File: config.mk
export PLATFORM = sky130hd
export DESIGN_NAME = adder_rr_sched
export DESIGN_NICKNAME = d
export VERILOG_FILES = /design/src/rtl/adder_rr_sched.sv
export SDC_FILE = /design/constraint.sdc
export NUM_CORES = 1
export LEC_CHECK = 0
export CAP_MARGIN = 25
export CORE_ASPECT_RATIO = 2
export CORE_MARGIN = 1.5
export CORE_UTILIZATION = 30
export DETAILED_ROUTE_END_ITERATION = 8
export GPL_ROUTABILITY_DRIVEN = 0
export GPL_TIMING_DRIVEN = 0
export SLEW_MARGIN = 25
export SYNTH_ARGS = -nofsm -noshare
export SYNTH_HDL_FRONTEND = slang
export SYNTH_SLANG_ARGS = --single-unit
export TNS_END_PERCENT = 1
File: constraint.sdc
create_clock -name clk -period 3.3 [get_ports clk]
set_input_delay 0.66 -clock clk [delete_from_list [all_inputs] [get_ports clk]]
set_output_delay 0.66 -clock clk [all_outputs]
set_load 0.01 [all_outputs]
File: src/rtl/adder_rr_sched.sv
// Round-robin scheduler sharing one external 2-stage registered adder among N_REQ requesters.
// Optional per-requester issue counters are built when ADDER_SCHED_STATS_EN is defined.
module adder_rr_sched #(
    parameter int N_REQ      = 4,
    parameter int ADD_LAT    = 2,
    parameter int RESP_DEPTH = 4,
    parameter int ID_W       = 2
) (
    input  logic                 clk,
    input  logic                 rst,
    input  logic [N_REQ-1:0]     req_valid,
    input  logic [8*N_REQ-1:0]   req_a,
    input  logic [8*N_REQ-1:0]   req_b,
    output logic [N_REQ-1:0]     req_ready,
    output logic [7:0]           add_a,
    output logic [7:0]           add_b,
    input  logic [8:0]           add_sum,
    output logic                 resp_valid,
    input  logic                 resp_ready,
    output logic [8:0]           resp_sum,
    output logic [ID_W-1:0]      resp_id,
`ifdef ADDER_SCHED_STATS_EN
    output logic [16*N_REQ-1:0]  grant_cnt,
    input  logic                 stats_clr,
`endif
    output logic                 busy
);

    localparam int PTR_W = (RESP_DEPTH > 1) ? $clog2(RESP_DEPTH) : 1;
    localparam int CNT_W = $clog2(RESP_DEPTH + 1);

    logic [ID_W-1:0]  rr_ptr_q;
    logic [7:0]       add_a_q;
    logic [7:0]       add_b_q;
    logic [ADD_LAT:0] pipe_vld_q;
    logic [ID_W-1:0]  pipe_id_q [ADD_LAT+1];
    logic [CNT_W-1:0] credit_q;
    logic [CNT_W-1:0] credit_d;
    logic [CNT_W-1:0] cnt_q;
    logic [CNT_W-1:0] cnt_d;
    logic [PTR_W-1:0] wr_ptr_q;
    logic [PTR_W-1:0] rd_ptr_q;
    logic [8:0]       mem_sum_q [RESP_DEPTH];
    logic [ID_W-1:0]  mem_id_q  [RESP_DEPTH];

    logic             found_s;
    logic [ID_W-1:0]  winner_s;
    logic             issue_s;
    logic             push_s;
    logic             pop_s;

    // Search for the first valid requester after the pointer, wrapping around.
    always_comb begin
        found_s  = 1'b0;
        winner_s = '0;
        for (int off = 1; off <= N_REQ; off++) begin
            if (!found_s && req_valid[(int'(rr_ptr_q) + off) % N_REQ]) begin
                found_s  = 1'b1;
                winner_s = ID_W'((int'(rr_ptr_q) + off) % N_REQ);
            end else begin
                found_s  = found_s;
            end
        end
    end

    assign issue_s = found_s && (credit_q != '0) && !rst;
    assign push_s  = pipe_vld_q[ADD_LAT];
    assign pop_s   = resp_valid && resp_ready;

    // One-hot grant, gated by available credit.
    always_comb begin
        req_ready = '0;
        if (issue_s) begin
            req_ready[winner_s] = 1'b1;
        end else begin
            req_ready = '0;
        end
    end

    // Credit and FIFO occupancy next-state; a simultaneous +1/-1 cancels out.
    always_comb begin
        credit_d = credit_q - CNT_W'(issue_s) + CNT_W'(pop_s);
        cnt_d    = cnt_q + CNT_W'(push_s) - CNT_W'(pop_s);
    end

    // Arbitration pointer, adder operands, tag pipe and response FIFO.
    always_ff @(posedge clk) begin
        if (rst) begin
            rr_ptr_q   <= ID_W'(N_REQ - 1);
            add_a_q    <= 8'h00;
            add_b_q    <= 8'h00;
            pipe_vld_q <= '0;
            credit_q   <= CNT_W'(RESP_DEPTH);
            cnt_q      <= '0;
            wr_ptr_q   <= '0;
            rd_ptr_q   <= '0;
            for (int s = 0; s <= ADD_LAT; s++) begin
                pipe_id_q[s] <= '0;
            end
            for (int e = 0; e < RESP_DEPTH; e++) begin
                mem_sum_q[e] <= 9'h000;
                mem_id_q[e]  <= '0;
            end
        end else begin
            if (issue_s) begin
                rr_ptr_q <= winner_s;
                add_a_q  <= req_a[8*winner_s +: 8];
                add_b_q  <= req_b[8*winner_s +: 8];
            end
            pipe_vld_q   <= {pipe_vld_q[ADD_LAT-1:0], issue_s};
            pipe_id_q[0] <= winner_s;
            for (int s = 1; s <= ADD_LAT; s++) begin
                pipe_id_q[s] <= pipe_id_q[s-1];
            end
            credit_q <= credit_d;
            cnt_q    <= cnt_d;
            if (push_s) begin
                mem_sum_q[wr_ptr_q] <= add_sum;
                mem_id_q[wr_ptr_q]  <= pipe_id_q[ADD_LAT];
                wr_ptr_q            <= wr_ptr_q + PTR_W'(1);
            end
            if (pop_s) begin
                rd_ptr_q <= rd_ptr_q + PTR_W'(1);
            end
        end
    end

    assign add_a      = add_a_q;
    assign add_b      = add_b_q;
    assign resp_valid = (cnt_q != '0);
    assign resp_sum   = mem_sum_q[rd_ptr_q];
    assign resp_id    = mem_id_q[rd_ptr_q];
    assign busy       = (|pipe_vld_q) || (cnt_q != '0);

`ifdef ADDER_SCHED_STATS_EN
    logic [15:0] gcnt_q [N_REQ];

    // Saturating per-requester issue counters; clear has priority over increment.
    always_ff @(posedge clk) begin
        for (int i = 0; i < N_REQ; i++) begin
            if (rst || stats_clr) begin
                gcnt_q[i] <= 16'h0000;
            end else if (issue_s && (winner_s == ID_W'(i)) && (gcnt_q[i] != 16'hFFFF)) begin
                gcnt_q[i] <= gcnt_q[i] + 16'h0001;
            end else begin
                gcnt_q[i] <= gcnt_q[i];
            end
        end
    end

    // Pack counters onto the output bus.
    always_comb begin
        grant_cnt = '0;
        for (int i = 0; i < N_REQ; i++) begin
            grant_cnt[16*i +: 16] = gcnt_q[i];
        end
    end
`endif

endmodule

==> results of run 1 <==
==> path summary, 6_finish.rpt <==
| path | startpoint | slack (ns) | end | depth (start not counted) |
|---|---|---|---|---|
| max | req_valid[3] | 0.09 | req_ready[0] | 7 |
| min | pipe_id_q[0][2] | 0.44 | pipe_id_q[0][4] | 1 |
| max reg2reg | credit_q[1] | 0.65 | credit_q[2] | 11 |
| min reg2reg | pipe_id_q[0][2] | 0.44 | pipe_id_q[0][4] | 1 |
==> layer usage <==
metal / global-route usage [%] / up-vias / part of all wire [%]
li1: - / 1532 / -
met1: 14.0 / 1481 / 33
met2: 30.5 / 119 / 58
met3: 4.17 / 20 / 6.0
met4: 5.26 / 0 / 2.5
met5: 0 / - / 0
==> registers in the layout, indices dropped and copies added (netlist names), named ones only <==
signal      flops
mem_sum_q      36
add_a           8
add_b           8
mem_id_q        8
pipe_id_q       6
cnt_q           3
credit_q        3
pipe_vld_q      3
rd_ptr_q        2
rr_ptr_q        2
wr_ptr_q        2
==> cells by family (layout without fill, tap and decap cells) <==
kind of cell	after synthesis	in the layout	share of synthesized area, %
buffers and inverters	48	179	5.34
adder cells (fa/ha/maj)	6	6	2.21
AO/OA/AOI/OAI	57	57	9.35
flip-flops	83	83	51.5
XOR/XNOR	8	8	1.72
multiplexers	28	28	10.2
AND/OR/NAND/NOR	128	128	19.6
==> cells in the final DEF (no fill, tap or decap), types with 2 or more instances in the layout <==
cell and n:
o211ai_1 15, xor2_1 3, edfxtp_1 44, nor2_1 11
bufinv_16 2, ha_1 4, o21ai_1 4, dlygate4sd2_1 4
buf_2 2, dlymetal6s2s_1 2, inv_6 3, or2_2 2
mux2i_1 17, nor3_1 3, clkbuf_16 9, and4_1 16
buf_6 3, nand2_1 19, nor2b_1 13, o21ai_0 12
clkdlybuf4s50_1 106, a31oi_1 16, fa_1 2, mux4_2 11
dfxtp_1 39, nand2b_1 4, nor3b_1 2, and2_1 45
inv_1 25, clkbuf_1 14, buf_4 4, xnor2_1 5
==> metrics by stage <==
step           worst slack [ns]  std cells  hold slack [ns]  TNS (ns)
3_5_place_dp             -0.312        625            0.422     -1.00
4_1_cts                 -0.0147        644            0.437   -0.0147
3_3_place_gp             -0.270        625            0.426    -0.900
2_1_floorplan             0.813        358            0.414         0
5_1_grt                 -0.0472        644            0.461   -0.0472
6_report                 0.0906        644            0.435         0
==> final cells by class <==
type	count	area share (%)
flip-flops and latches	83	36.2
multi-input cells	227	31.0
repair buffers	115	19.7
clock buffers	9	3.88
well taps	155	3.34
plain buffers	23	2.46
clock inverters	7	1.83
inverters	25	1.62
==> critical path: stages <==
cell             delay, ns
dlygate4sd2_1         0.31
nor2b_4               0.17
or3_4                 0.39
a21boi_4              0.17
buf_4                 0.17
and2_1                0.13
clkdlybuf4s50_1       0.53
==> what timing repair did <==
action,4_1_cts,5_1_grt
gates resized for setup,15,3
pin swaps,2,0
endpoints found under the setup margin,4,3
setup buffers,3,0
==> power groups by stage <==
stage / Combinational [mW] / Sequential [mW] / Clock, mW
after floorplan: 0.800 / 1.43 / 0
after global placement: 1.43 / 1.40 / 0
after detailed placement: 1.45 / 1.41 / 0
after CTS: 1.49 / 1.39 / 1.13
after global routing: 1.61 / 1.41 / 1.17
final: 1.47 / 1.39 / 1.11
==> results.cfg, run 1 <==
[power_and_ir_drop]
swShare_pct = 30.3
clockPowerShare_pct = 28.0
ir_drop_mv = 0.318
total_power_mw = 3.97
p_sw_mw = 1.20
internal_power_mw = 2.76
power_frac_comb_pct = 37.0
power_frac_seq_pct = 35.0
leakagePower_nw = 2.26
power_density_nw_per_um2 = 683

[detailed_routing]
wl_per_cell_um = 16.2
first_pass_iters = 6
viasPerCell = 4.89
routed_wl_mm = 10.5
vias = 3152
drc = 6
drt-initial-drc-count = 80
ant_nets = 0

[yosys]
synth-edff-count = 44
yosysTopAreaCell = edfxtp_1
synth_area_leaders = edfxtp_1, dfxtp_1, and2_1
synth_seq_cells = 83
synth_nets = 444
synth_common_cells = and2_1, edfxtp_1, dfxtp_1
yosys_warnings = 0
async_flop_share_pct = 0
mappedNetlistArea_um2 = 4080
yosysUniqueCellTypes = 48
synth_seq_area_share_pct = 51.5
synth_cells = 358
synth.most_common_cell = and2_1
avgSynthCellArea_um2 = 11.4
ys.flop_type = edfxtp_1
synth_top_area_share_pct = 32.4

[die]
initial_core_util_pct = 30.5
num_io_pins = 113
core_area_um2 = 13400
die_area_um2 = 14400
fp.dieH_um = 168
fp-row-count = 60
die_x_um = 85.5

[final_layout]
antennaDiodeCount = 0
multi_input_area_um2 = 1800
drive_above_1_share_pct = 11.5
syn_to_final_growth_pct = 42.3
fillers = 1314
ff_latch_area_um2 = 2100
fin_nets = 570
fin_area_um2 = 5810
final_util_pct = 43.4

[clock_network]
cts_hold_buf = 0
cts_tree = yes
clock-sinks = 83
clock_path_buffers = 2
clk_root_buffer_cell = clkbuf_16
cts_buffers = 9
htree_levels = 3
clk_latency_ns = 0.34
clkTransAtPathRegs_ns = 0.06

[hold_path]
hp-class = register to register

[sta]
drv_slew = 0
min_period_over_period_pct = 97.3
rsz0062_at_grt = yes
setup_violations = 0
clock_skew_ns = 0.00543
min_period_ns = 3.21
tightest_slew_ns = 0.754
hold_viol_final = 0
relSlewSlack_pct = 49.7
fmax_mhz = 312

[place]
post_dp_cell_area_um2 = 5400
portBuffers = 112
post-dp-hpwl_mm = 8.02

[setup_path]
crit_type = primary input to output pin
path_max_fanout = 10
end_kind = output pin
crit_required_ns = 2.64
critPathArrivalTime_ns = 2.55
startpoint_type = primary input

[global_routing]
grt_start_max_net_pins = 17
grt_pass1_wl_mm = 16.7
grt_use_total_pct = 15.2
grt_pass1_vias = 3347
gr-total-overflow = 0
grt_antenna_before_repair = 0

[run]
drv_cap = 0

[run_status]
status = complete, but fails checks
violations = design-rule violations
No activity file was read; power rests on OpenSTA's default activity.
==> run 2: changes to the inputs <==
--- a/config.mk
+++ b/config.mk
@@ -8,10 +8,11 @@
 export CAP_MARGIN = 25
 export CORE_ASPECT_RATIO = 2
 export CORE_MARGIN = 1.5
-export CORE_UTILIZATION = 30
+export CORE_UTILIZATION = 48
 export DETAILED_ROUTE_END_ITERATION = 8
 export GPL_ROUTABILITY_DRIVEN = 0
 export GPL_TIMING_DRIVEN = 0
+export PLACE_DENSITY = 0.8
 export SLEW_MARGIN = 25
 export SYNTH_ARGS = -nofsm -noshare
 export SYNTH_HDL_FRONTEND = slang
==> results.cfg, run 2 (same netlist as run 1, synthesis figures left out) <==
[global_routing]
grt_use_total_pct = 22.9
grt_start_max_net_pins = 15
grt_pass1_vias = 3266
grt_antenna_before_repair = 0
gr-total-overflow = 0
grt_pass1_wl_mm = 15.4

[clock_network]
clkTransAtPathRegs_ns = 0.06
clk_root_buffer_cell = clkbuf_16
clk_latency_ns = 0.33
cts_buffers = 9
htree_levels = 3
cts_hold_buf = 0
clock-sinks = 83
clock_path_buffers = 2
cts_tree = yes

[place]
post_dp_cell_area_um2 = 5330
post-dp-hpwl_mm = 7.29
portBuffers = 112
dp_slack_ns = -0.295

[detailed_routing]
routed_wl_mm = 9.41
drc = 0
wl_per_cell_um = 16.1
drt-initial-drc-count = 215
ant_nets = 0
viasPerCell = 5.31
first_pass_iters = 4
vias = 3114

[final_layout]
final_cell_mix = clkdlybuf4s50_1, and2_1, edfxtp_1, dfxtp_1, inv_1
final_common_cell = clkdlybuf4s50_1
syn_to_final_growth_pct = 38.9
drive_above_1_share_pct = 10.7
largest-register = mem_sum_q
fin_nets = 569
fin_area_um2 = 5670
largest_reg_flops = 36
antennaDiodeCount = 0

[sta]
clock_skew_ns = 0.00475
relSlewSlack_pct = 56.1
rsz0062_at_grt = yes
hold_viol_final = 0
fmax_mhz = 302
min_period_ns = 3.31
tightest_slew_ns = 0.658
setup_slack_ns = -0.0150
drv_slew = 0
min_period_over_period_pct = 100
setup_violations = 1
fin_setup_tns_ns = -0.0150

[die]
die_area_um2 = 9100
fp-row-count = 47
die_x_um = 68.2
core_area_um2 = 8230
num_io_pins = 113
initial_core_util_pct = 49.6
fp.dieH_um = 133

[run_status]
violations = negative setup slack
status = complete, but fails checks

[hold_path]
hp-class = register to register

[power_and_ir_drop]
power_density_nw_per_um2 = 675
ir_drop_mv = 0.327
leakagePower_nw = 2.23

[setup_path]
end_kind = output pin
crit_type = primary input to output pin
critPathArrivalTime_ns = 2.65
path_max_fanout = 10
startpoint_type = primary input
crit_required_ns = 2.64

[run]
drv_cap = 0
## run 2: stage by stage
step           power, mW  hold slack (ns)  cells  utilization, %
6_report            3.82            0.444    586            68.8
3_3_place_gp        2.79            0.420    568            64.7
4_1_cts             3.86            0.451    586            68.8
5_1_grt             4.05            0.461    586            68.8
3_5_place_dp        2.84            0.437    568            64.7
2_1_floorplan       2.23            0.414    358               -
## run 2: layer usage
metal  wire, um  global-route usage, %  share of wire (%)  vias up
met5          0                      0                  0        -
met3        624                   6.84                6.6        9
met4        154                   6.78                1.6        0
li1           -                      -                  -     1533
met2       5470                   43.5                 58      109
met1       3160                   22.4                 34     1463
## run 2: cell type report
cell class | instances | area [um^2]
flip-flops and latches | 83 | 2100
inverters | 25 | 93.8
clock inverters | 6 | 65.1
well taps | 98 | 123
multi-input cells | 227 | 1780
plain buffers | 23 | 139
repair buffers | 114 | 1130
clock buffers | 10 | 229
fillers | 634 | 2570
## run 2: path summary, 6_finish.rpt
check / startpoint / end / slack [ns] / cells past startpoint
worst min register to register: pipe_id_q[0][0] / pipe_id_q[0][2] / 0.44 / 1
worst max-delay path: req_valid[2] / req_ready[3] / -0.01 / 8
worst max register to register: credit_q[1] / credit_q[2] / 0.73 / 10
worst min-delay path: pipe_id_q[0][0] / pipe_id_q[0][2] / 0.44 / 1
## run 2: report_power, final
part / internal (mW) / leakage, nW / switching [mW]
Clock: 0.587 / 0.143 / 0.393
Sequential: 1.28 / 0.778 / 0.110
Combinational: 0.800 / 1.31 / 0.654
Total: 2.67 / 2.23 / 1.16
## run 2: worst max-delay path: stages
cell and delay, ns:
clkdlybuf4s50_1 0.47, nor4_2 0.44, nor3_4 0.09, buf_4 0.19, nand2_4 0.11, buf_6 0.16, nor2_1 0.05, clkdlybuf4s50_1 0.48
## run 2: what timing repair did
| item | 4_1_cts | 5_1_grt |
|---|---|---|
| endpoints found under the setup margin | 4 | 3 |
| pin swaps | 2 | 0 |
| setup buffers | 2 | 0 |
| resized for setup | 11 | 1 |
